==> config.mk <==
export PLATFORM = sky130hd
export DESIGN_NAME = uart_tx_param
export DESIGN_NICKNAME = d
export VERILOG_FILES = /design/src/rtl/uart_tx_param.sv
export SDC_FILE = /design/constraint.sdc
export NUM_CORES = 1
export LEC_CHECK = 0
export BUFFER_PORTS_ARGS = -buffer_cell sky130_fd_sc_hd__buf_2
export CAP_MARGIN = 20
export CORE_ASPECT_RATIO = 1.2
export CORE_MARGIN = 2
export CORE_UTILIZATION = 25
export DETAILED_ROUTE_END_ITERATION = 7
export PLACE_DENSITY = 0.42
export SETUP_SLACK_MARGIN = 0.2
export SLEW_MARGIN = 20
export SYNTH_ARGS = -nofsm -noshare
export SYNTH_HDL_FRONTEND = slang
export SYNTH_SLANG_ARGS = --single-unit
==> constraint.sdc <==
create_clock -name sysclk -period 3.8 [get_ports sysclk]
set_input_delay 0.19 -clock sysclk [delete_from_list [all_inputs] [get_ports sysclk]]
set_output_delay 0.19 -clock sysclk [all_outputs]
set_load 0.02 [all_outputs]
==> src/rtl/uart_tx_param.sv <==
// uart_tx_param: UART transmitter with a small input FIFO.
// Frames are start / DATA_BITS data (LSB first) / optional parity / STOP_BITS stop.
// The serial line is registered. Its next value is derived from the next state,
// so every bit lasts exactly CLKS_PER_BIT cycles.
//
// Handshake: a byte is taken on any rising edge where tx_valid && tx_ready.
// tx_ready is derived from the registered FIFO count, so it is 0 whenever the
// FIFO holds FIFO_DEPTH entries. This holds even on a cycle where the engine
// pops. tx_valid while tx_ready is 0 has no effect. tx_data need not be held
// after acceptance.
module uart_tx_param #(
  parameter int CLKS_PER_BIT = 5208,
  parameter int DATA_BITS    = 8,
  parameter int PARITY       = 0,
  parameter int STOP_BITS    = 1,
  parameter int FIFO_DEPTH   = 4
) (
  input  logic                             sysclk,
  input  logic                             reset,
  input  logic [DATA_BITS-1:0]             tx_data,
  input  logic                             tx_valid,
  output logic                             tx_ready,
  output logic                             tx_line,
  output logic                             busy,
  output logic [$clog2(FIFO_DEPTH+1)-1:0]  fifo_count
);

  localparam int CW = (CLKS_PER_BIT > 1) ? $clog2(CLKS_PER_BIT) : 1;
  localparam int PW = $clog2(FIFO_DEPTH);
  localparam int NW = $clog2(FIFO_DEPTH + 1);
  localparam int BW = $clog2(DATA_BITS + 1);

  localparam logic [CW-1:0] BAUD_LAST = CW'(CLKS_PER_BIT - 1);
  localparam logic [BW-1:0] DATA_LAST = BW'(DATA_BITS - 1);
  localparam logic [BW-1:0] STOP_LAST = BW'(STOP_BITS - 1);
  localparam logic [NW-1:0] FIFO_FULL = NW'(FIFO_DEPTH);
  localparam logic          ODD_PAR   = (PARITY == 1);
  localparam logic          HAS_PAR   = (PARITY != 0);

  // FSM state lives in state_q so checkers can bind to it directly.
  typedef enum logic [2:0] {ST_IDLE, ST_START, ST_DATA, ST_PAR, ST_STOP} state_t;

  state_t               state_q, state_d;
  logic [CW-1:0]        baud_q, baud_d;
  logic [BW-1:0]        bit_q, bit_d;
  logic [DATA_BITS-1:0] shreg_q, shreg_d;
  logic                 par_q, par_d;
  logic                 line_q, line_d;

  logic [DATA_BITS-1:0] mem [FIFO_DEPTH];
  logic [PW-1:0]        rd_ptr_q, wr_ptr_q;
  logic [NW-1:0]        count_q;
  logic                 push, pop, fifo_empty, bit_end;
  logic [DATA_BITS-1:0] head;

  assign fifo_empty = (count_q == '0);
  assign tx_ready   = (count_q < FIFO_FULL);
  assign push       = tx_valid && tx_ready;
  assign head       = mem[rd_ptr_q];
  assign bit_end    = (baud_q == BAUD_LAST);

  assign tx_line    = line_q;
  assign fifo_count = count_q;
  assign busy       = (state_q != ST_IDLE) || !fifo_empty;

  // Next-state, baud/bit counters, frame loading and next line value.
  always_comb begin
    state_d = state_q;
    baud_d  = baud_q;
    bit_d   = bit_q;
    shreg_d = shreg_q;
    par_d   = par_q;
    pop     = 1'b0;
    line_d  = 1'b1;

    if (state_q != ST_IDLE) begin
      baud_d = bit_end ? '0 : baud_q + 1'b1;
    end

    case (state_q)
      ST_IDLE: begin
        if (!fifo_empty) begin
          pop     = 1'b1;
          shreg_d = head;
          par_d   = (^head) ^ ODD_PAR;
          bit_d   = '0;
          baud_d  = '0;
          state_d = ST_START;
        end
      end
      ST_START: begin
        if (bit_end) begin
          bit_d   = '0;
          state_d = ST_DATA;
        end
      end
      ST_DATA: begin
        if (bit_end) begin
          if (bit_q == DATA_LAST) begin
            bit_d   = '0;
            state_d = HAS_PAR ? ST_PAR : ST_STOP;
          end else begin
            bit_d   = bit_q + 1'b1;
            shreg_d = shreg_q >> 1;
          end
        end
      end
      ST_PAR: begin
        if (bit_end) begin
          bit_d   = '0;
          state_d = ST_STOP;
        end
      end
      ST_STOP: begin
        if (bit_end) begin
          if (bit_q == STOP_LAST) begin
            bit_d = '0;
            // Chain straight into the next start bit when data is waiting.
            if (!fifo_empty) begin
              pop     = 1'b1;
              shreg_d = head;
              par_d   = (^head) ^ ODD_PAR;
              state_d = ST_START;
            end else begin
              state_d = ST_IDLE;
            end
          end else begin
            bit_d = bit_q + 1'b1;
          end
        end
      end
      default: state_d = ST_IDLE;
    endcase

    case (state_d)
      ST_START: line_d = 1'b0;
      ST_DATA:  line_d = shreg_d[0];
      ST_PAR:   line_d = par_d;
      default:  line_d = 1'b1;
    endcase
  end

  // Transmit engine registers; reset abandons any partial frame.
  always_ff @(posedge sysclk or negedge reset) begin
    if (!reset) begin
      state_q <= ST_IDLE;
      baud_q  <= '0;
      bit_q   <= '0;
      shreg_q <= '0;
      par_q   <= 1'b0;
      line_q  <= 1'b1;
    end else begin
      state_q <= state_d;
      baud_q  <= baud_d;
      bit_q   <= bit_d;
      shreg_q <= shreg_d;
      par_q   <= par_d;
      line_q  <= line_d;
    end
  end

  // FIFO storage; contents need no reset because the count gates every read.
  always_ff @(posedge sysclk) begin
    if (push) begin
      mem[wr_ptr_q] <= tx_data;
    end
  end

  // FIFO pointers and occupancy; pointers wrap naturally at the power-of-two depth.
  always_ff @(posedge sysclk or negedge reset) begin
    if (!reset) begin
      rd_ptr_q <= '0;
      wr_ptr_q <= '0;
      count_q  <= '0;
    end else begin
      if (push) wr_ptr_q <= wr_ptr_q + 1'b1;
      if (pop)  rd_ptr_q <= rd_ptr_q + 1'b1;
      case ({push, pop})
        2'b10:   count_q <= count_q + 1'b1;
        2'b01:   count_q <= count_q - 1'b1;
        default: count_q <= count_q;
      endcase
    end
  end

endmodule

-- Yosys cells after proc, flatten, opt, wreduce, memory -nomap -nowiden
Memories as Yosys holds them, arrays and structs flattened.
Cells that the tools add are included.
- register bits: 37
- RAM bits: 32
- input port bits: 11
- output and inout port bits: 6
- logic and storage cells: 87
- memories: 1
- add/subtract/negate cells: 6
- $lt $le $gt $ge: 1
- eq/ne operators: 17
- muxes and demuxes: 38
- reductions and logical operators: 14
- memory list (name ; words ; width ; rd ports ; clocked after memory_dff ; write ports ; line ; text):
    mem ; 4 ; 8 ; 1 ; 0 ; 1 ; 50 ; logic [DATA_BITS-1:0] mem [FIFO_DEPTH];
- operator list (cell ; number):
    2-to-1 mux 13 bit ; 4
    2-to-1 mux 8 bit ; 5
    2-to-1 mux 4 bit ; 6
    case mux 8 bit (3 select lines) ; 1
    2-to-1 mux 3 bit ; 7
    case mux 4 bit (4 select lines) ; 1
    case mux 3 bit (5 select lines) ; 1
    adder 13 x 1 -> 13 bit, second input constant ; 1
    == test 13 bit, second input constant ; 1
    == test 3 x 2 -> 1 bit, second input constant ; 4
    inequality test 2 bit, second input constant ; 5
    AND reduction 5 bit ; 2
    2-to-1 mux 1 bit ; 9
    XOR reduction 8 bit ; 1
    == test 3 x 1 -> 1 bit, second input constant ; 2
    logical NOT 3 bit ; 2
    case mux 3 bit (2 select lines) ; 1
    nonzero test 3 bit ; 2
    adder 2 x 1 -> 2 bit, second input constant ; 2
    adder 4 x 1 -> 4 bit, second input constant ; 1
    == test 4 x 3 -> 1 bit, second input constant ; 1
    logical NOT 4 bit ; 1
    case mux 1 bit (2 select lines) ; 2
    nonzero test 4 bit ; 1
    13 further kinds ; 13

-- Logic depth before layout (Yosys ltp)
Gate-level depths: netlist (run 1).
- word-level depth: 7
- gate-level depth with buffers: 13
- depth with buffers taken out: 11

-- Worst setup path after synthesis (run 1)
Ideal clock, no wire load.
- path type: reg-to-reg
- start point: register baud_q[8]
- end point: register count_q[2] (netlist: fifo_count[2])
- library setup time: 80 ps
- data arrival time: 2908 ps
- data required time: 3720 ps
- slack: 812 ps
- cell stages (with the launch flop): 13
- buffers on the path: 3
- period minus slack after synthesis: 2988 ps
- path through: dfrtp_1 or4b_1 buf_2 o41ai_1 and3_1 buf_2 buf_2 ha_1 inv_1 fa_1 xor2_1 nor2_1 xnor2_1
- word-level cells in the longest chain between the ends: 5
- elaborated cells between the ends (all ways): 7
- those cells by class: 3 x eq/ne; 3 x mux; 1 x reduce/logical
- ends and longest elaborated chain (item ; line ; text):
    start, declared ; 44 ; logic [CW-1:0] baud_q, baud_d;
    start signal, assigned ; 154 ; baud_q <= baud_d;
    == test 13 bit * ; 60 ; assign bit_end = (baud_q == BAUD_LAST);
    2-to-1 mux 1 bit * ; 115 ; if (bit_end) begin
    case mux 1 bit (2 select lines) * ; 80 ; case (state_q)
    via pop ; 53 ; logic push, pop, fifo_empty, bit_end;
    == test 2 x 1 -> 1 bit or == test 2 bit (tied branches) ; 178 ; case ({push, pop})
    case mux 3 bit (2 select lines) or nonzero test 2 bit (tied branches) ; - ;
    end signal, assigned ; 179 ; 2'b10: count_q <= count_q + 1'b1;
    end signal, assigned ; 180 ; 2'b01: count_q <= count_q - 1'b1;
    end signal, assigned ; 181 ; default: count_q <= count_q;
    end, declared ; 52 ; logic [NW-1:0] count_q;
The timed path passes the listed nets; every way through them passes the cells marked *.
A chain may end at the register's enable or synchronous reset.

-- Worst setup path in the final report (run 1)
- start point: register baud_q[9]
- end point: register count_q[2] (netlist: fifo_count[2])
- word-level cells in the longest chain between the ends: 5
- elaborated cells between the ends (all ways): 7
- those cells by class: 3 x eq/ne; 3 x mux; 1 x reduce/logical
- ends and longest elaborated chain (item ; line):
    == test 13 bit * ; 60
    2-to-1 mux 1 bit * ; 115
    case mux 1 bit (2 select lines) * ; 80
    == test 2 x 1 -> 1 bit or == test 2 bit (tied branches) ; 178
    case mux 3 bit (2 select lines) or nonzero test 2 bit (tied branches) ; -
Mark *: on every way between the ends. The rest lies on a longest branch, timed or not.

==> results of run 1 <==
-- power by group --
part / total, mW / internal [mW] / switching, mW
combinational: 0.697 / 0.343 / 0.354
sequential: 1.12 / 0.954 / 0.164
clock: 0.854 / 0.517 / 0.337
-- Yosys cell counts (2+ instances only) --
cell type	count
o31ai_1	5
o41ai_1	3
mux4_2	8
nor2_1	11
or2_2	2
nand4_1	3
nor2b_1	3
and2_1	4
o32ai_1	2
nor3_1	6
buf_2	4
inv_1	13
edfxtp_1	32
ha_1	8
and3_1	2
nand3b_1	3
o21ai_0	22
xnor2_1	13
xor2_1	3
nand2_1	22
dfrtp_1	36
buf_6	2
a21oi_1	8
nand3_1	5
a22oi_1	6
nand2b_1	6
nor4_1	2
or3_1	2
a31oi_1	3
clkbuf_1	7
o2bb2ai_1	2
a2bb2oi_1	3
-- stage by stage --
step | total power, mW | utilization, % | setup slack (ns) | area (um^2) | hold WS (ns)
CTS | 2.721 | 29.59 | 0.8094 | 3900 | 0.008527
global route | 2.850 | 29.59 | 0.5649 | 3900 | 0.04686
global placement | 1.846 | 27.26 | 0.8493 | 3593 | 0.3798
finish | 2.668 | 29.59 | 0.8054 | 3900 | -0.02939
floorplan | 1.667 | - | 0.8119 | 3361 | -0.1056
detailed placement | 1.850 | 27.26 | 0.8409 | 3593 | 0.3752
-- logic make-up (layout without fill, tap and decap cells) --
group	count (synthesis)	count (layout)	share of synthesized area, %
multiplexers	10	10	6.106
adder cells (fa/ha/maj)	9	9	3.574
AND/OR/NAND/NOR	83	83	13.89
XOR/XNOR	16	16	4.170
AO/OA/AOI/OAI	62	62	12.47
buffers and inverters	27	47	3.611
flip-flops	69	69	56.18
-- final cells by class --
class / instances / area, um^2
sequential: 69 / 1888
timing repair buffer: 18 / 95.09
multi-input combinational: 180 / 1351
inverter: 13 / 48.80
clock inverter: 7 / 81.33
fill: 1308 / 9280
clock buffer: 9 / 225.2
tap: 168 / 210.2
-- final timing paths --
check	start	depth (start not counted)	slack [ns]	to
worst min-delay path	reset	1	-0.03	baud_q[9]
min in group sysclk	tx_data[4]	1	0.06	mem[0][4]
worst max register to register	baud_q[9]	9	0.81	fifo_count[2]
worst min register to register	baud_q[12]	1	0.47	baud_q[12]
max in group asynchronous	reset	1	3.28	rd_ptr_q[1]
worst max-delay path	baud_q[9]	9	0.81	fifo_count[2]
-- flip-flops by register name, indices dropped and copies added (netlist names) --
name,flops
mem,32
baud_q,13
shreg_q,8
bit_q,4
fifo_count,3
state_q,3
rd_ptr_q,2
wr_ptr_q,2
par_q,1
tx_line,1
-- layout by cell type (no fill, tap or decap), drive strengths merged, types with 3 or more instances in the layout --
master / Yosys / final
dfrtp: 36 / 36
edfxtp: 32 / 32
nand2: 22 / 22
o21ai: 22 / 22
buf: 7 / 18
inv: 13 / 16
xnor2: 13 / 13
nor2: 12 / 12
clkbuf: 7 / 9
mux4: 8 / 8
a21oi: 8 / 8
ha: 8 / 8
nor3: 8 / 8
nand2b: 6 / 6
a22oi: 6 / 6
o31ai: 6 / 6
nand3: 5 / 5
and2: 4 / 4
nand3b: 3 / 3
o41ai: 3 / 3
a2bb2oi: 3 / 3
a31oi: 3 / 3
nand4: 3 / 3
nor2b: 3 / 3
xor2: 3 / 3
or3: 3 / 3
and3: 3 / 3
-- per-layer routing --
layer | wire length (um) | vias to the layer above
met5 | 0 | -
met4 | 151 | 0
met3 | 204 | 10
met2 | 3332 | 32
met1 | 3064 | 1074
li1 | - | 1052
==> results_dict.tcl, run 1 <==
set metrics [dict create \
    grtUsageMet3_pct 2.629 \
    netlist_area_um2 3361 \
    fin_crit_ns 2.995 \
    synth_cell_type_count 57 \
    power_density_nw_per_um2 684.1 \
    synth_ff_type "dfrtp_1" \
    critPathTopFamily "simple AND/OR/NAND/NOR gates" \
    htreeDepth 3 \
    grt_max_degree 38 \
    cts_buffers 9 \
    required_ns 4.06 \
    peakVddDrop_mv 0.4747 \
    post-cts-setup-buffers 0 \
    clock-sinks 69 \
    cts_resized 0 \
    finalSetupTns_ns 0 \
    drive_gt1_share_pct 18.24 \
    path_cells "or4b_1 > o41ai_1 > and3_1 > ha_1 > inv_1 > fa_1 > xor2_1 > nor2_1 > xnor2_1" \
    die_area_um2 14390 \
    post-dp-hpwl_um 4613 \
    core_area_um2 13180 \
    crit_arrival_ns 3.26 \
    worstSetupEndpointType "register" \
    p_leak_nw 1.451 \
    synth_top_area_cell "edfxtp_1" \
    synth-edff-count 32 \
    synth_seq_cells 69 \
    avgViaCountPerCell 4.672 \
    synth.top_cell.area_share_pct 28.59 \
    die_h_um 131.0 \
    ys_seq_area_share_pct 56.18 \
    rows 46 \
    crit_path_max_incr_delay_ns 0.66 \
    hold_viol 36 \
    clk_latency_ns 0.34 \
    place_congestion 0.7042 \
    syn_avg_cell_area_um2 12.18 \
    track_usage_pct 10.48 \
    remaining_drc_errors 0 \
    first_pass_iters 4 \
    grtUsageMet2_pct 16.67 \
    status "complete, but fails checks" \
    grt_pass1_wl_um 11250 \
    clock_path_buffers 2 \
    dp.cells 448 \
    critPathSlowestCell "or4b_1" \
    setup_violations 0 \
    violations "negative hold slack" \
    crit_type "register to register" \
    synth_area_leaders "edfxtp_1 29%, dfrtp_1 27%, mux4_2 5.4%" \
    ys_warn_count 0 \
    totalWireLength_um 6753 \
    maxCapViolCount 0 \
    worstMarginPinSlew_ns 0.8863 \
    antenna_found_initial 0 \
    grtUsageMet1_pct 12.91 \
    antenna_cells 0 \
    maxSlewViolCount 0 \
    cts_tree "done" \
    finalNonFillerCells 464 \
    die_width_um 109.8 \
    wire_per_inst_um 14.55 \
    netlist_instances 276 \
    synth_nets 296 \
    drtAntennaViolNets 0 \
    grt-busiest-layer "met2" \
    skew_ns 0.004341 \
    vias 2168 \
    boundaryPins 17 \
    async_flop_share_pct 53.62 \
    period_share_pct 78.81 \
    hold_ws_ns -0.02939 \
    slew_headroom_pct 40.70 \
    port_buffers 16 \
    clk_transition_reported_paths_ns 0.06 \
    postCtsHoldBufs 0 \
    grt_pass1_vias 2234 \
    start_util_pct 25.50 \
    worst-path-buf-inv 1 \
    drt_iter0_markers 133 \
    grt_overflow 0 \
    hp-class "input pin to asynchronous set/reset pin" \
    rsz0062_at_grt "false" \
    nets 311 \
    max_freq_mhz 333.9 \
    cts-root-buf "clkbuf_16" \
    crit_fanout 7 \
    critPathLaunchType "register" \
    syn_to_final_growth_pct 16.05 \
]
No activity file was read; power rests on OpenSTA's default activity.
==> inputs of run 2 (changes only) <==
clock period = 2.8 ns   (was 3.8 ns; I/O delays follow)
==> results_dict.tcl, run 2 (synthesis gave the netlist of run 1 again) <==
set metrics [dict create \
    r2r-end "fifo_count[2]" \
    period_share_pct 92.21 \
    critPathSlowestCell "or4b_4" \
    r2r_start "baud_q[9]" \
    remaining_drc_errors 0 \
    start_util_pct 25.50 \
    min_to "mem[2][7]" \
    p_leak_nw 1.487 \
    drive_gt1_share_pct 22.33 \
    wire_per_inst_um 14.70 \
    critPathLaunchType "register" \
    hp-class "input pin to register" \
    critPathTopFamily "simple AND/OR/NAND/NOR gates" \
    crit_type "register to register" \
    cts_tree "done" \
    grt_pass1_wl_um 11880 \
    post-dp-hpwl_um 4799 \
    largest_reg_flops 32 \
    finalNonFillerCells 477 \
    worstMarginPinSlew_ns 0.8693 \
    crit_arrival_ns 2.84 \
    port_buffers 16 \
    path_cells "or4b_4 > o41ai_4 > and3_4 > ha_4 > inv_1 > fa_2 > xor2_1 > nor2_1 > xnor2_1" \
    final_cell_mix "36 x dfrtp_1, 32 x edfxtp_1, 22 x nand2_1, 22 x o21ai_0, 16 x buf_2" \
    dp.cells 456 \
    syn_to_final_growth_pct 19.21 \
    grt_max_degree 38 \
    drtAntennaViolNets 0 \
    hold_viol 0 \
    htreeDepth 3 \
    crit_fanout 2 \
    die_h_um 131.0 \
    worst-path-buf-inv 1 \
    stdcell_area_um2 4006 \
    track_usage_pct 10.99 \
    final_common_cell "dfrtp_1" \
    first_pass_iters 4 \
    drt_iter0_markers 108 \
    finalSetupTns_ns 0 \
    die_area_um2 14390 \
    required_ns 3.06 \
    p_sw_share_pct 32.82 \
    final_core_util_pct 30.40 \
    fin_crit_ns 2.582 \
    avgViaCountPerCell 4.753 \
    rrSetupSlack_ns 0.22 \
    power.total_mw 3.523 \
    totalWireLength_um 7011 \
    seq_power_share_pct 42.8 \
    max_freq_mhz 387.3 \
    clock_path_buffers 2 \
    clk_latency_ns 0.33 \
    nets 324 \
    internal-power_mw 2.367 \
    vias 2267 \
    crit_path_max_incr_delay_ns 0.56 \
    hold-path-cell-count 1 \
    skew_ns 0.006520 \
    status "complete, no violations" \
    rsz0062_at_grt "true" \
    peakVddDrop_mv 0.3695 \
    p_switching_mw 1.156 \
    worstSetupEndpointType "register" \
    reg_top3 "mem: 32 flops, baud_q: 13 flops, shreg_q: 8 flops" \
    boundaryPins 17 \
    antenna_found_initial 0 \
    die_width_um 109.8 \
    setup_violations 0 \
    pwr-share-comb_pct 28.1 \
    slew_headroom_pct 42.05 \
    place_area_um2 3679 \
    grt_pass1_vias 2382 \
    grt_overflow 0 \
    cts-root-buf "clkbuf_16" \
    clk_transition_reported_paths_ns 0.06 \
    rows 46 \
    maxSlewViolCount 0 \
    top_register "mem" \
    p_clk_share_pct 29.1 \
    clock-sinks 69 \
    place_congestion 0.7389 \
    cts_buffers 9 \
    reg2regPathDepth 9 \
    core_area_um2 13180 \
    maxCapViolCount 0 \
    hp-start "tx_data[7]" \
    antenna_cells 0 \
    power_density_nw_per_um2 879.2 \
]
## run 2: cell count changes in the layout (fill, tap and decap cells not counted), moves of 2 or more
cell,change
clkinvlp_4,+3
inv_6,-3
clkinv_4,-2
clkinv_1,+2
buf_4,+12
## run 2: power groups by stage
| stage | registers, mW | logic, mW | clock network (mW) |
|---|---|---|---|
| after floorplan | 1.44 | 0.836 | 0 |
| after global placement | 1.53 | 1.00 | 0 |
| after detailed placement | 1.53 | 1.01 | 0 |
| after CTS | 1.51 | 1.02 | 1.06 |
| after global routing | 1.55 | 1.12 | 1.09 |
| final | 1.51 | 0.992 | 1.02 |
## run 2: area by class of cell
type	count	area, um^2
inverters	13	48.80
repair buffers	31	195.2
flip-flops and latches	69	1888
clock buffers	9	225.2
multi-input cells	180	1396
clock inverters	7	42.54
fillers	1315	9174
well taps	168	210.2
## run 2: worst max-delay path by stage
stage | startpoint | end | slack [ns] | depth (start not counted)
2_1_floorplan | bit_q[0] | fifo_count[2] | 0.12 | 13
3_3_place_gp | bit_q[1] | fifo_count[2] | 0.13 | 11
3_5_place_dp | bit_q[1] | fifo_count[2] | 0.08 | 11
4_1_cts | baud_q[9] | fifo_count[2] | 0.20 | 9
5_1_grt | baud_q[9] | fifo_count[2] | 0.10 | 9
6_report | baud_q[9] | fifo_count[2] | 0.22 | 9
## run 2: timing repair
item / in CTS / in global routing
cloned: 0 / 0
setup endpoints to repair: 2 / 3
buffers inserted: 4 / 0
gates resized for setup: 3 / 0
pin swaps: 4 / 1
hold endpoints to repair: 36 / 0
hold buffers: 1 / 0
## run 2: worst register-to-register path: stages, from the launching register on
cell and delay (ns):
dfrtp_1 0.38, or4b_4 0.56, o41ai_4 0.41, and3_4 0.26, ha_4 0.13, inv_1 0.05, fa_2 0.33, xor2_1 0.15
nor2_1 0.11, xnor2_1 0.12
## run 2: through the flow
| step | setup WS (ns) | hold WS (ns) |
|---|---|---|
| CTS | 0.2024 | 0.005601 |
| global placement | 0.1264 | 0.3167 |
| detailed placement | 0.07688 | 0.3248 |
| finish | 0.2181 | 0.02099 |
| floorplan | 0.1206 | -0.1556 |
| global route | 0.1001 | 0.01654 |
## run 2: routing by layer
metal | GRT usage, % | routed length (um)
met5 | 0 | 0
met4 | 6.404 | 172
met3 | 2.530 | 150
met2 | 18.19 | 3468
met1 | 12.98 | 3221
